<file path="src/rtl/tea_block_feeder.sv">
// -----------------------------------------------------------------------------
// tea_block_feeder
//
// Framing stage in front of the pipelined TEA core. It packs pairs of 32-bit
// plaintext words into one 64-bit block {y,z}, optionally XORs the block with
// the CBC chain, starts the core, captures the ciphertext and offers it on a
// valid/ready output port. One block is in flight at a time.
//
// Ports
//   clk          system clock, rising edge
//   rst          asynchronous active-low reset
//   mode_cbc     1 = CBC chaining, 0 = ECB; sampled with the second word
//   iv           initialisation vector
//   iv_load      load iv into the chain register (IDLE only)
//   in_word      plaintext word: first = y (63:32), second = z (31:0)
//   in_valid     in_word valid
//   in_ready     block can accept in_word
//   core_data    block presented to the core (registered)
//   core_start   one-cycle start pulse to the core ready input
//   core_done    core done
//   core_result  core ciphertext
//   out_block    ciphertext (registered, stable while out_valid)
//   out_valid    out_block valid
//   out_ready    downstream accepts out_block
//   busy         high whenever a block is being assembled or processed
//   timeout_err  sticky: the core did not finish within TIMEOUT_CYCLES
//   block_count  ciphertext blocks delivered (wraps)
//
// All handshake flags are registered and decoded from the next state, so
// every output is 0 during reset and in_ready rises one cycle after release.
// TIMEOUT_CYCLES must exceed the core latency (34 cycles for 32 rounds).
// -----------------------------------------------------------------------------
module tea_block_feeder #(
  parameter int TIMEOUT_CYCLES = 64,
  parameter int CNT_W          = 16
) (
  input  logic             clk,
  input  logic             rst,
  input  logic             mode_cbc,
  input  logic [63:0]      iv,
  input  logic             iv_load,
  input  logic [31:0]      in_word,
  input  logic             in_valid,
  output logic             in_ready,
  output logic [63:0]      core_data,
  output logic             core_start,
  input  logic             core_done,
  input  logic [63:0]      core_result,
  output logic [63:0]      out_block,
  output logic             out_valid,
  input  logic             out_ready,
  output logic             busy,
  output logic             timeout_err,
  output logic [CNT_W-1:0] block_count
);

  // The counter only has to hold 0 .. TIMEOUT_CYCLES-1.
  localparam int            TW      = (TIMEOUT_CYCLES > 1) ? $clog2(TIMEOUT_CYCLES) : 1;
  localparam logic [TW-1:0] TO_LAST = TW'(TIMEOUT_CYCLES - 1);

  typedef enum logic [2:0] {
    S_IDLE,
    S_HALF,
    S_START,
    S_ARM,
    S_WAIT,
    S_OUT
  } state_t;

  state_t        state, state_nx;
  logic [31:0]   hi_word;
  logic [63:0]   chain;
  logic [TW-1:0] to_cnt;
  logic          word_acc;
  logic          to_expired;

  assign word_acc   = in_valid & in_ready;
  assign to_expired = (to_cnt == TO_LAST);

  // ---------------------------------------------------------------------------
  // Next-state logic
  // ---------------------------------------------------------------------------
  always_comb begin
    // NOTE: default first so every path assigns state_nx and no latch is inferred.
    state_nx = state;
    unique case (state)
      S_IDLE:  if (word_acc) state_nx = S_HALF;
      S_HALF:  if (word_acc) state_nx = S_START;
      S_START: state_nx = S_ARM;
      // core_done may still be high from the previous block here; it is
      // deliberately not looked at until WAIT.
      S_ARM:   state_nx = S_WAIT;
      S_WAIT: begin
        if (core_done)       state_nx = S_OUT;
        else if (to_expired) state_nx = S_IDLE;
      end
      S_OUT:   if (out_ready) state_nx = S_IDLE;
      default: state_nx = S_IDLE;
    endcase
  end

  // ---------------------------------------------------------------------------
  // State and registered handshake flags
  // ---------------------------------------------------------------------------
  // NOTE: sequential state uses non-blocking assignments so every register
  // samples pre-edge values regardless of process ordering.
  always_ff @(posedge clk or negedge rst) begin
    if (!rst) begin
      state      <= S_IDLE;
      in_ready   <= 1'b0;
      core_start <= 1'b0;
      out_valid  <= 1'b0;
      busy       <= 1'b0;
    end else begin
      state      <= state_nx;
      in_ready   <= (state_nx == S_IDLE) || (state_nx == S_HALF);
      core_start <= (state_nx == S_START);
      out_valid  <= (state_nx == S_OUT);
      busy       <= (state_nx != S_IDLE);
    end
  end

  // ---------------------------------------------------------------------------
  // Datapath
  // ---------------------------------------------------------------------------
  // NOTE: the data registers are reset as well; they are few and a reset
  // mid-operation must leave no trace of the discarded block on the outputs.
  always_ff @(posedge clk or negedge rst) begin
    if (!rst) begin
      hi_word     <= '0;
      chain       <= '0;
      core_data   <= '0;
      out_block   <= '0;
      to_cnt      <= '0;
      timeout_err <= 1'b0;
      block_count <= '0;
    end else begin
      unique case (state)
        S_IDLE: begin
          if (word_acc) hi_word <= in_word;
          if (iv_load)  chain   <= iv;
        end
        S_HALF: begin
          if (word_acc) begin
            core_data <= mode_cbc ? ({hi_word, in_word} ^ chain)
                                  : {hi_word, in_word};
          end
        end
        S_ARM: begin
          to_cnt <= '0;
        end
        S_WAIT: begin
          to_cnt <= to_cnt + TW'(1);
          if (core_done) begin
            // The chain follows the ciphertext in both modes, so switching
            // to CBC later continues from the last delivered block.
            out_block <= core_result;
            chain     <= core_result;
          end else if (to_expired) begin
            timeout_err <= 1'b1;
          end
        end
        S_OUT: begin
          if (out_ready) block_count <= block_count + CNT_W'(1);
        end
        default: ;
      endcase
    end
  end

endmodule
</file>
<file path="config.mk">
export PLATFORM = sky130hd
export DESIGN_NAME = tea_block_feeder
export DESIGN_NICKNAME = d
export VERILOG_FILES = /design/src/rtl/tea_block_feeder.sv
export SDC_FILE = /design/constraint.sdc
export NUM_CORES = 1
export LEC_CHECK = 0
export CAP_MARGIN = 20
export CORE_MARGIN = 3
export CORE_UTILIZATION = 45
export CTS_BUF_LIST = sky130_fd_sc_hd__clkbuf_16
export DETAILED_ROUTE_END_ITERATION = 12
export GPL_TIMING_DRIVEN = 0
export PLACE_DENSITY_LB_ADDON = 0.1
export SLEW_MARGIN = 20
export SYNTH_ARGS = -nofsm -noshare
export SYNTH_HDL_FRONTEND = slang
export SYNTH_SLANG_ARGS = --single-unit
</file>
<file path="constraint.sdc">
create_clock -name clk -period 3.1 [get_ports clk]
set_input_delay 0.62 -clock clk [delete_from_list [all_inputs] [get_ports clk]]
set_output_delay 0.62 -clock clk [all_outputs]
set_load 0.005 [all_outputs]
</file>
==> summary.txt <==
Detailed routing
  • WL/cell: 18.33 um
  • Vias per inst: 4.923
  • Initial DRC Count: 485
  • DRT Pass-1 Iters: 4
  • Vias post-DR: 8108
  • WL final: 30.19 mm
  • ANT nets after route: 0
  • DRC: 0

Worst setup path
  • CP endpoint: block_count[3]
  • Crit Path Max Fanout: 5
  • Critical path depth: 1
  • Type of origin of the critical path: register
  • Worst R2R Path Depth: 7
  • CP Launch Point: block_count[3]
  • Worst path arrival time: 1500 ps
  • Worst r2r src: state[1]
  • Slowest CP cell: clkdlybuf4s50_1
  • CP endpoint kind: primary output
  • WP buf/inv: 1
  • Required @ worst endpoint: 2480 ps
  • WS Path Type: reg -> out
  • Worst path max stage delay: 530 ps
  • Top cell family by delay on the critical path: buffers and inverters
  • Reg2reg end: chain[46]
  • Cells along the critical path: clkdlybuf4s50_1
  • FF-to-FF setup slack: 1100 ps

Finish
  • Final Util: 64.15%
  • Layout cells sized above 1: 13.84%
  • Finished Cell Area: 0.01565 mm^2
  • Fin nets: 1472
  • Area grow syn2layout: 40.07%
  • Non-Filler Instances: 1647

Power and ir drop
  • Pwr per Cell Area: 950.6 mW/mm^2
  • Peak supply drop: 0.4920 mV
  • Leak: 6.654 nW

Floorplanning
  • Num rows: 57
  • Initial Util: 45.80%
  • Die Wd: 163.6 um
  • I/O Pins: 316
  • Core area: 0.02439 mm^2
  • Die height: 163.6 um
  • DIE AREA: 0.02675 mm^2

Logic synthesis
  • Ys flop type: dfrtp_1
  • YS warnings: 0
  • Mux share of post-synthesis cell area: 16.61%
  • Yosys cell types: 44
  • Syn_area_per_cell: 11.68 um^2
  • Flops & latches, synth: 254
  • Post-synth EDFFs: 0
  • Adder-Cell Fraction of Synth Area: 0.2240%
  • Post-synthesis simple-gate area fraction: 9.386%
  • Largest family of logic cells by synthesized area: multiplexers
  • XOR/XNOR Fraction of Synth Area: 6.272%
  • Asr flop ratio synth: 100.0%
  • Mapped Nets: 1125
  • Synth Area in Compound Gates: 7.068%
  • Post-Syn Instances: 956
  • Synth Cell Area: 0.01117 mm^2
  • Post-synthesis sequential area ratio: 56.90%

STA
  • Final setup fails: 0
  • Setup ws final: 983.3 ps
  • Fin crit period: 2117 ps
  • Worst Max-Slew Pin Slew: 767.5 ps
  • RSZ-0062 raised after global routing: false
  • Setup TNS Final: 0 ps
  • Slew margin rel.: 48.83%
  • Fmax: 472.4 MHz
  • Max-slew violation count: 0
  • Fin crit share: 68.28%
  • Skew final: 8.692 ps
  • Final Hold Vio Count: 0

Placed design
  • Detailed Place HPWL: 22.76 mm
  • DP Cell Count: 1597
  • Setup WS pre-CTS: 594.9 ps
  • Dpl cell area: 0.01481 mm^2
  • GPL Wtd Cong: 0.8479
  • I/O Buffers: 314

Clock network
  • TritonCTS Sinks: 254
  • Worst-path clk slew: 60 ps
  • Root buffer cell: clkbuf_16
  • Depth of the CTS H-tree: 1
  • CTS Buffer Depth: 3
  • CTS Hold Bufs: 0
  • Num CTS Buffers: 28
  • Post-CTS Setup Bufs: 0
  • Worst-Skew Late Latency: 530 ps
  • CTS tree: yes
  • Gates resized, CTS repair: 0

GRT
  • GRT Total Usage: 22.41%
  • Initial antenna violation count: 1
  • Total gr overflow: 0
  • Number of global-route vias before repair: 8473
  • Largest net degree at the start of global routing: 76
  • First-pass GRT wire length: 47.07 mm

Status
  • Status: completed

Flow run
  • Maxcap violations: 0

Worst hold path
  • Class of the worst hold path: in -> async
-- flip-flops by register name, indices dropped and copies added, names as in the netlist --
| name | flops |
|---|---|
| block_count | 16 |
| busy | 1 |
| chain | 64 |
| core_data | 64 |
| core_start | 1 |
| hi_word | 32 |
| in_ready | 1 |
| out_block | 64 |
| out_valid | 1 |
| state | 3 |
| timeout_err | 1 |
| to_cnt | 6 |
-- how the worst min path moves through the flow --
stage	startpoint	end	slack, ps
3_3_place_gp	timeout_err	timeout_err	450
3_5_place_dp	timeout_err	timeout_err	460
5_1_grt	rst	block_count[10]	20
2_1_floorplan	rst	block_count[0]	320
6_report	rst	block_count[10]	10
4_1_cts	rst	block_count[10]	10
-- layout make-up --
type | count | area (um^2)
fill | 2020 | 8745
sequential | 254 | 6356
multi-input combinational | 642 | 4419
buffer | 57 | 384.1
antenna | 1 | 2.502
clock buffer | 29 | 725.7
inverter | 3 | 11.26
tap | 324 | 405.4
timing repair buffer | 317 | 3231
clock inverter | 20 | 111.4
-- per-layer routing --
| metal | vias to the layer above | track usage [%] | wire [um] |
|---|---|---|---|
| li1 | 3940 | - | - |
| met2 | 250 | 35.49 | 13980 |
| met4 | 2 | 4.268 | 436 |
| met5 | - | 0 | 13 |
| met3 | 30 | 5.935 | 2398 |
| met1 | 3886 | 31.50 | 13360 |
-- cells in the final DEF (no fill, tap or decap), types with 6 or more instances in the layout --
master             n
mux2_4            30
xor2_1            69
xnor2_1           11
clkbuf_16         29
o21ai_1           15
clkdlybuf4s50_1  313
nand2_1          142
buf_6             14
clkbuf_1           9
mux2i_1           65
nor2_1            73
o21ai_0           51
a21oi_1           74
buf_4             10
buf_2             17
mux2_1             9
nand3_1            6
clkinv_1           9
mux2_2            58
inv_1              7
dfrtp_1          254
-- where the power goes --
part           internal, W  leakage (nW)  switching, W
clock              0.00175         0.427       0.00130
combinational      0.00346          3.17       0.00258
sequential         0.00485          3.05      0.000922
total               0.0101          6.65       0.00481
-- cells in the mapped netlist (2+ instances only) --
cell type / number / area share, %
a211oi_1: 3 / 0.20
a21oi_1: 74 / 3.3
a31oi_1: 2 / 0.11
and3_1: 5 / 0.28
buf_1: 2 / 0.067
buf_2: 17 / 0.76
buf_4: 10 / 0.67
buf_6: 14 / 1.4
clkbuf_1: 9 / 0.30
clkbuf_2: 5 / 0.22
dfrtp_1: 254 / 57
ha_1: 2 / 0.22
inv_1: 3 / 0.10
mux2_1: 9 / 0.91
mux2_2: 58 / 5.8
mux2_4: 30 / 4.0
mux2i_1: 65 / 5.8
nand2_1: 142 / 4.8
nand2b_1: 2 / 0.11
nand3_1: 6 / 0.27
nand4_1: 4 / 0.22
nor2_1: 73 / 2.5
nor3_1: 2 / 0.090
nor3_2: 2 / 0.18
o21ai_0: 51 / 2.3
o21ai_1: 15 / 0.67
o31ai_1: 2 / 0.13
xnor2_1: 11 / 0.86
xor2_1: 69 / 5.4
-- kinds of logic after synthesis --
kind of cell	after synthesis
flops	254
simple gates	246
mux	162
compound gates	152
xor+xnor	80
buf+inv	60
fa+ha+maj	2
-- metrics by stage --
stage	hold slack, ps	power (W)
6_report	9.926	0.01487
5_1_grt	23.14	0.01587
4_1_cts	10.18	0.01504
3_5_place_dp	457.7	0.01190
3_3_place_gp	452.5	0.01173
2_1_floorplan	324.4	0.008799
No activity file was read; power rests on OpenSTA's default activity.
